## src/rtl/alu_mul_sequencer.sv

```systemverilog
// alu_mul_sequencer: multi-cycle unsigned WIDTH x WIDTH multiplier that returns the low WIDTH
// product bits. It works by shift-and-add and has no adder of its own. Every step it drives the
// shared combinational ALU and uses alu_out in the same cycle.
//
// Ports:
//   clk, rst_n      rising-edge clock, asynchronous active-low reset
//   start, a, b     operation request and operands; accepted only while ready=1
//   ready, busy     ready in IDLE/DONE, busy in STEP
//   done            one-cycle pulse when product/overflow hold a new result
//   product         low WIDTH bits of a*b, held until the next operation completes
//   overflow        set when the full unsigned product does not fit in WIDTH bits
//   alu_x, alu_y    ALU operands (accumulator, shifted multiplicand)
//   alu_ctrl        {za,na,zb,nb,f,no} to the ALU
//   alu_out         ALU result, combinational in the same cycle
module alu_mul_sequencer #(
  parameter int unsigned WIDTH = 16,
  parameter int unsigned CNT_W = 5
) (
  input  logic             clk,
  input  logic             rst_n,
  input  logic             start,
  input  logic [WIDTH-1:0] a,
  input  logic [WIDTH-1:0] b,
  output logic             ready,
  output logic             busy,
  output logic             done,
  output logic [WIDTH-1:0] product,
  output logic             overflow,
  output logic [WIDTH-1:0] alu_x,
  output logic [WIDTH-1:0] alu_y,
  output logic [5:0]       alu_ctrl,
  input  logic [WIDTH-1:0] alu_out
);

  localparam logic [5:0] CtrlZero = 6'b101010;  // ALU outputs constant 0
  localparam logic [5:0] CtrlAdd  = 6'b000010;  // ALU outputs x + y

  typedef enum logic [1:0] {StIdle, StStep, StDone} state_e;

  state_e           state_q, state_d;
  logic [WIDTH-1:0] acc_q, acc_d;
  logic [WIDTH-1:0] mcand_q, mcand_d;
  logic [WIDTH-1:0] mplier_q, mplier_d;
  logic [CNT_W-1:0] cnt_q, cnt_d;
  logic             ovf_q, ovf_d;
  logic [WIDTH-1:0] product_q, product_d;
  logic             overflow_q, overflow_d;
  logic             carry;
  logic             lost_bit;

  // Carry out of acc + mcand, recovered from the MSBs because the ALU exposes no carry flag.
  assign carry = (acc_q[WIDTH-1] & mcand_q[WIDTH-1]) |
                 ((acc_q[WIDTH-1] | mcand_q[WIDTH-1]) & ~alu_out[WIDTH-1]);

  // A set bit is about to leave the multiplicand while a later multiplier bit still needs it.
  assign lost_bit = mcand_q[WIDTH-1] & (mplier_q[WIDTH-1:1] != '0);

  always_comb begin
    state_d    = state_q;
    acc_d      = acc_q;
    mcand_d    = mcand_q;
    mplier_d   = mplier_q;
    cnt_d      = cnt_q;
    ovf_d      = ovf_q;
    product_d  = product_q;
    overflow_d = overflow_q;
    alu_ctrl   = CtrlZero;
    alu_x      = '0;
    alu_y      = '0;

    case (state_q)
      StIdle, StDone: begin
        if (start) begin
          acc_d    = '0;
          mcand_d  = a;
          mplier_d = b;
          cnt_d    = '0;
          ovf_d    = 1'b0;
          state_d  = StStep;
        end else begin
          state_d = StIdle;
        end
      end
      StStep: begin
        alu_ctrl = CtrlAdd;
        alu_x    = acc_q;
        alu_y    = mcand_q;
        if (mplier_q[0]) begin
          acc_d = alu_out;
          if (carry) ovf_d = 1'b1;
        end
        if (lost_bit) ovf_d = 1'b1;
        mcand_d  = mcand_q << 1;
        mplier_d = mplier_q >> 1;
        cnt_d    = cnt_q + 1'b1;
        // Always a full WIDTH steps, even once the multiplier has run out of set bits.
        if (cnt_q == CNT_W'(WIDTH - 1)) begin
          product_d  = acc_d;
          overflow_d = ovf_d;
          state_d    = StDone;
        end
      end
      default: state_d = StIdle;
    endcase
  end

  always_ff @(posedge clk or negedge rst_n) begin
    if (!rst_n) begin
      state_q    <= StIdle;
      acc_q      <= '0;
      mcand_q    <= '0;
      mplier_q   <= '0;
      cnt_q      <= '0;
      ovf_q      <= 1'b0;
      product_q  <= '0;
      overflow_q <= 1'b0;
    end else begin
      state_q    <= state_d;
      acc_q      <= acc_d;
      mcand_q    <= mcand_d;
      mplier_q   <= mplier_d;
      cnt_q      <= cnt_d;
      ovf_q      <= ovf_d;
      product_q  <= product_d;
      overflow_q <= overflow_d;
    end
  end

  assign ready    = (state_q == StIdle) || (state_q == StDone);
  assign busy     = (state_q == StStep);
  assign done     = (state_q == StDone);
  assign product  = product_q;
  assign overflow = overflow_q;

endmodule

```

## config.mk

```make
export PLATFORM = sky130hd
export DESIGN_NAME = alu_mul_sequencer
export DESIGN_NICKNAME = d
export VERILOG_FILES = /design/src/rtl/alu_mul_sequencer.sv
export SDC_FILE = /design/constraint.sdc
export NUM_CORES = 1
export LEC_CHECK = 0
export CORE_MARGIN = 8
export CORE_UTILIZATION = 47
export CTS_CLUSTER_DIAMETER = 30
export CTS_CLUSTER_SIZE = 24
export DETAILED_ROUTE_END_ITERATION = 16
export PLACE_DENSITY = 0.86
export SLEW_MARGIN = 10
export SYNTH_ARGS = -nofsm -noshare
export SYNTH_HDL_FRONTEND = slang
export SYNTH_SLANG_ARGS = --single-unit
```

## constraint.sdc

```tcl
create_clock -name clk -period 2.05 [get_ports clk]
set_clock_uncertainty 0.15 [all_clocks]
set_input_delay 0.205 -clock clk [delete_from_list [all_inputs] [get_ports clk]]
set_output_delay 0.205 -clock clk [all_outputs]
set_load 0.005 [all_outputs]
```

==> results.cfg <==
[outcome]
status = complete, no violations

[sta]
tightestPinTransition_ns = 0.594
rsz0062_at_grt = false
finalMaxSlewViolations = 0
relSlewSlack_pct = 60.4
timing.fmax_mhz = 509
period_share_pct = 95.9
finalHoldViolations = 0
setup_tns_ns = 0
fin_crit_ns = 1.97
setup_viol = 0

[logic_synthesis]
synthSimpleGateAreaFrac_pct = 22.2
syn_area_um2 = 3460
ys.flop_type = dfrtp_1
yosys.area.top_type = dfrtp_1
syn-instance-count = 335
synth-edff-count = 0
synth_compound_area_share_pct = 12.5
synth-xor-area-share_pct = 0
synth.avg_cell_area_um2 = 10.3
netlist.area_leader.share_pct = 52.8
seq_area_frac_synth_pct = 52.8
synth_top_family_by_area = simple AND/OR/NAND/NOR gates
synthAdderAreaFrac_pct = 0.723
synth_cell_types = 38
ys_warn_count = 0
synth_area_leaders = dfrtp_1 53%, nand2_1 7.2%, mux2i_1 5.2%
synth_mux_area_share_pct = 5.53
synth-async-reset-ratio_pct = 100
ys_ff_latch = 73

[critical_path]
start_kind = register
path_class = register to primary output
arrival_ns = 1.61
critPathCaptureType = primary output
worstPathRequired_ns = 1.69
cp_max_fo = 22

[clocking]
cts_sinks = 73
cts_tree = done
cts.reportedPaths.clkPinSlew_ns = 0.08
root_buffer = clkbuf_8
numCtsBuffers = 9
clk_path_buf_depth = 2
clk_latency_ns = 0.34
h-tree-depth = 3

[drt]
wl_per_cell_um = 17.3
wl_met2_um = 4650
ant_nets = 0
dr.pass1.iters = 4
drt_first_iter_violations = 116
top_layer_used = met4
drc = 0
drt-met1-wl_um = 4020
vias_per_cell = 5.36
dr_wl_met3_um = 649
wl_um = 9470
num_vias = 2937

[finish]
layout-drive-gt1-share_pct = 11.8
diodes = 0
finalCoreUtilization_pct = 68.2
filler_cell_count = 561
num-nets-final = 497
area_growth_pct = 41.4

[floorplanning]
start_util_pct = 48.2
die_height_um = 102
core-area_um2 = 7180
fp.dieW_um = 102
dieArea_um2 = 10400
io_pins = 109
rows = 31

[placement]
portBuffers = 104
gp_congestion = 0.778
hpwl_um = 6580

[power]
peakVddDrop_v = 0.000794
power.leakage_nw = 2.36
p_per_area_nw_per_um2 = 1590

[global_route]
grt_max_degree = 33
grt_pass1_vias = 3019
grt_usage_pct = 18.8
grt_overflow = 0
antenna_found_initial = 0
grt_pass1_wl_um = 15300

[min_path]
hold_path_class = input pin to async pin

[run]
max_cap_violations = 0
-- what timing repair did --
action / 4_1_cts / 5_1_grt
endpoints found under the hold margin: 30 / 0
resized for setup: 39 / 3
endpoints found under the setup margin: 34 / 4
gates cloned: 3 / 0
hold buffers: 1 / 0
setup buffers: 4 / 0
-- worst max-delay path, cell delays in order, from the launching register on --
cell             delay (ns)
dfrtp_1                0.38
nand2b_4               0.21
inv_8                  0.16
clkdlybuf4s50_1        0.52
-- through the flow --
step	worst slack [ns]	area, um^2	hold slack (ns)	power, mW	std cells
2_1_floorplan	0.281	3470	-0.241	4.63	337
3_3_place_gp	0.136	4550	-0.00548	6.11	524
3_5_place_dp	0.0637	4550	-0.00491	6.27	524
4_1_cts	0.0231	4880	0.171	7.82	548
5_1_grt	0.0134	4890	0.201	8.33	548
6_report	0.0842	4890	0.175	7.79	548
-- path summary, 6_finish.rpt --
check | slack, ns | end | from | cells past startpoint
min reg2reg | 0.33 | product[3] | product[3] | 2
min | 0.17 | product[10] | rst_n | 2
max reg2reg | 0.20 | product[0] | cnt_q[0] | 7
max in group asynchronous | 1.03 | mcand_q[8] | rst_n | 3
min in group clk | 0.28 | acc_q[7] | alu_out[7] | 3
max | 0.08 | busy | state_q[1] | 3
-- cell type report --
type / count / area (um^2) / share of cell area (%)
Sequential cell: 73 / 1830 / 37.3
Multi-Input combinational cell: 229 / 1430 / 29.2
Timing Repair Buffer: 123 / 1170 / 24.0
Clock buffer: 11 / 151 / 3.09
Clock inverter: 5 / 125 / 2.56
Tap cell: 99 / 124 / 2.53
Inverter: 5 / 31.3 / 0.639
Timing Repair inverter: 3 / 31.3 / 0.639
-- layer usage --
metal | up-vias | track usage [%]
li1 | 1380 | -
met1 | 1435 | 23.2
met2 | 106 | 31.7
met3 | 16 | 4.09
met4 | 0 | 7.00
met5 | - | 0
-- cells in the final DEF, fill, tap and decap left out, drive strengths merged, types with 4 or more instances in the layout --
master         netlist  layout
o21ai               18      18
nand2               66      66
nand3               32      32
a22oi               15      15
mux2i               18      18
and2                32      32
clkdlybuf4s50        0      71
bufinv               0       4
clkbuf               8      11
a221o               16      16
dfrtp               73      73
dlygate4sd2          0      32
inv                  5       8
conb                 2       4
buf                 22      19
-- cell families after synthesis --
family,Yosys count
adder cells (fa/ha/maj),2
AO/OA/AOI/OAI,57
multiplexers,19
flip-flops,73
other,2
AND/OR/NAND/NOR,147
buffers and inverters,35
-- report_power, final --
group | switching [mW] | total (mW) | internal [mW]
clock | 0.524 | 1.52 | 0.997
sequential | 0.459 | 2.56 | 2.10
combinational | 1.79 | 3.71 | 1.92
-- cells in the mapped netlist (2+ instances only) --
cell type,n
nand3b_1,2
inv_1,4
nor4_2,3
buf_4,7
conb_1,2
nand3_1,32
a22o_1,3
mux2i_1,18
dfrtp_1,73
and2_4,7
clkbuf_1,7
buf_6,5
and2_1,25
nand4_1,2
a22oi_1,15
a221o_1,16
nand2_1,66
buf_2,10
ha_1,2
o21ai_0,18
-- state kept, by name, summed over array words and instances (netlist names) --
| signal | cells |
|---|---|
| acc_q | 16 |
| mcand_q | 16 |
| mplier_q | 16 |
| product | 16 |
| cnt_q | 5 |
| state_q | 2 |
| overflow | 1 |
| ovf_q | 1 |
Power figures use the tool's default switching activity.
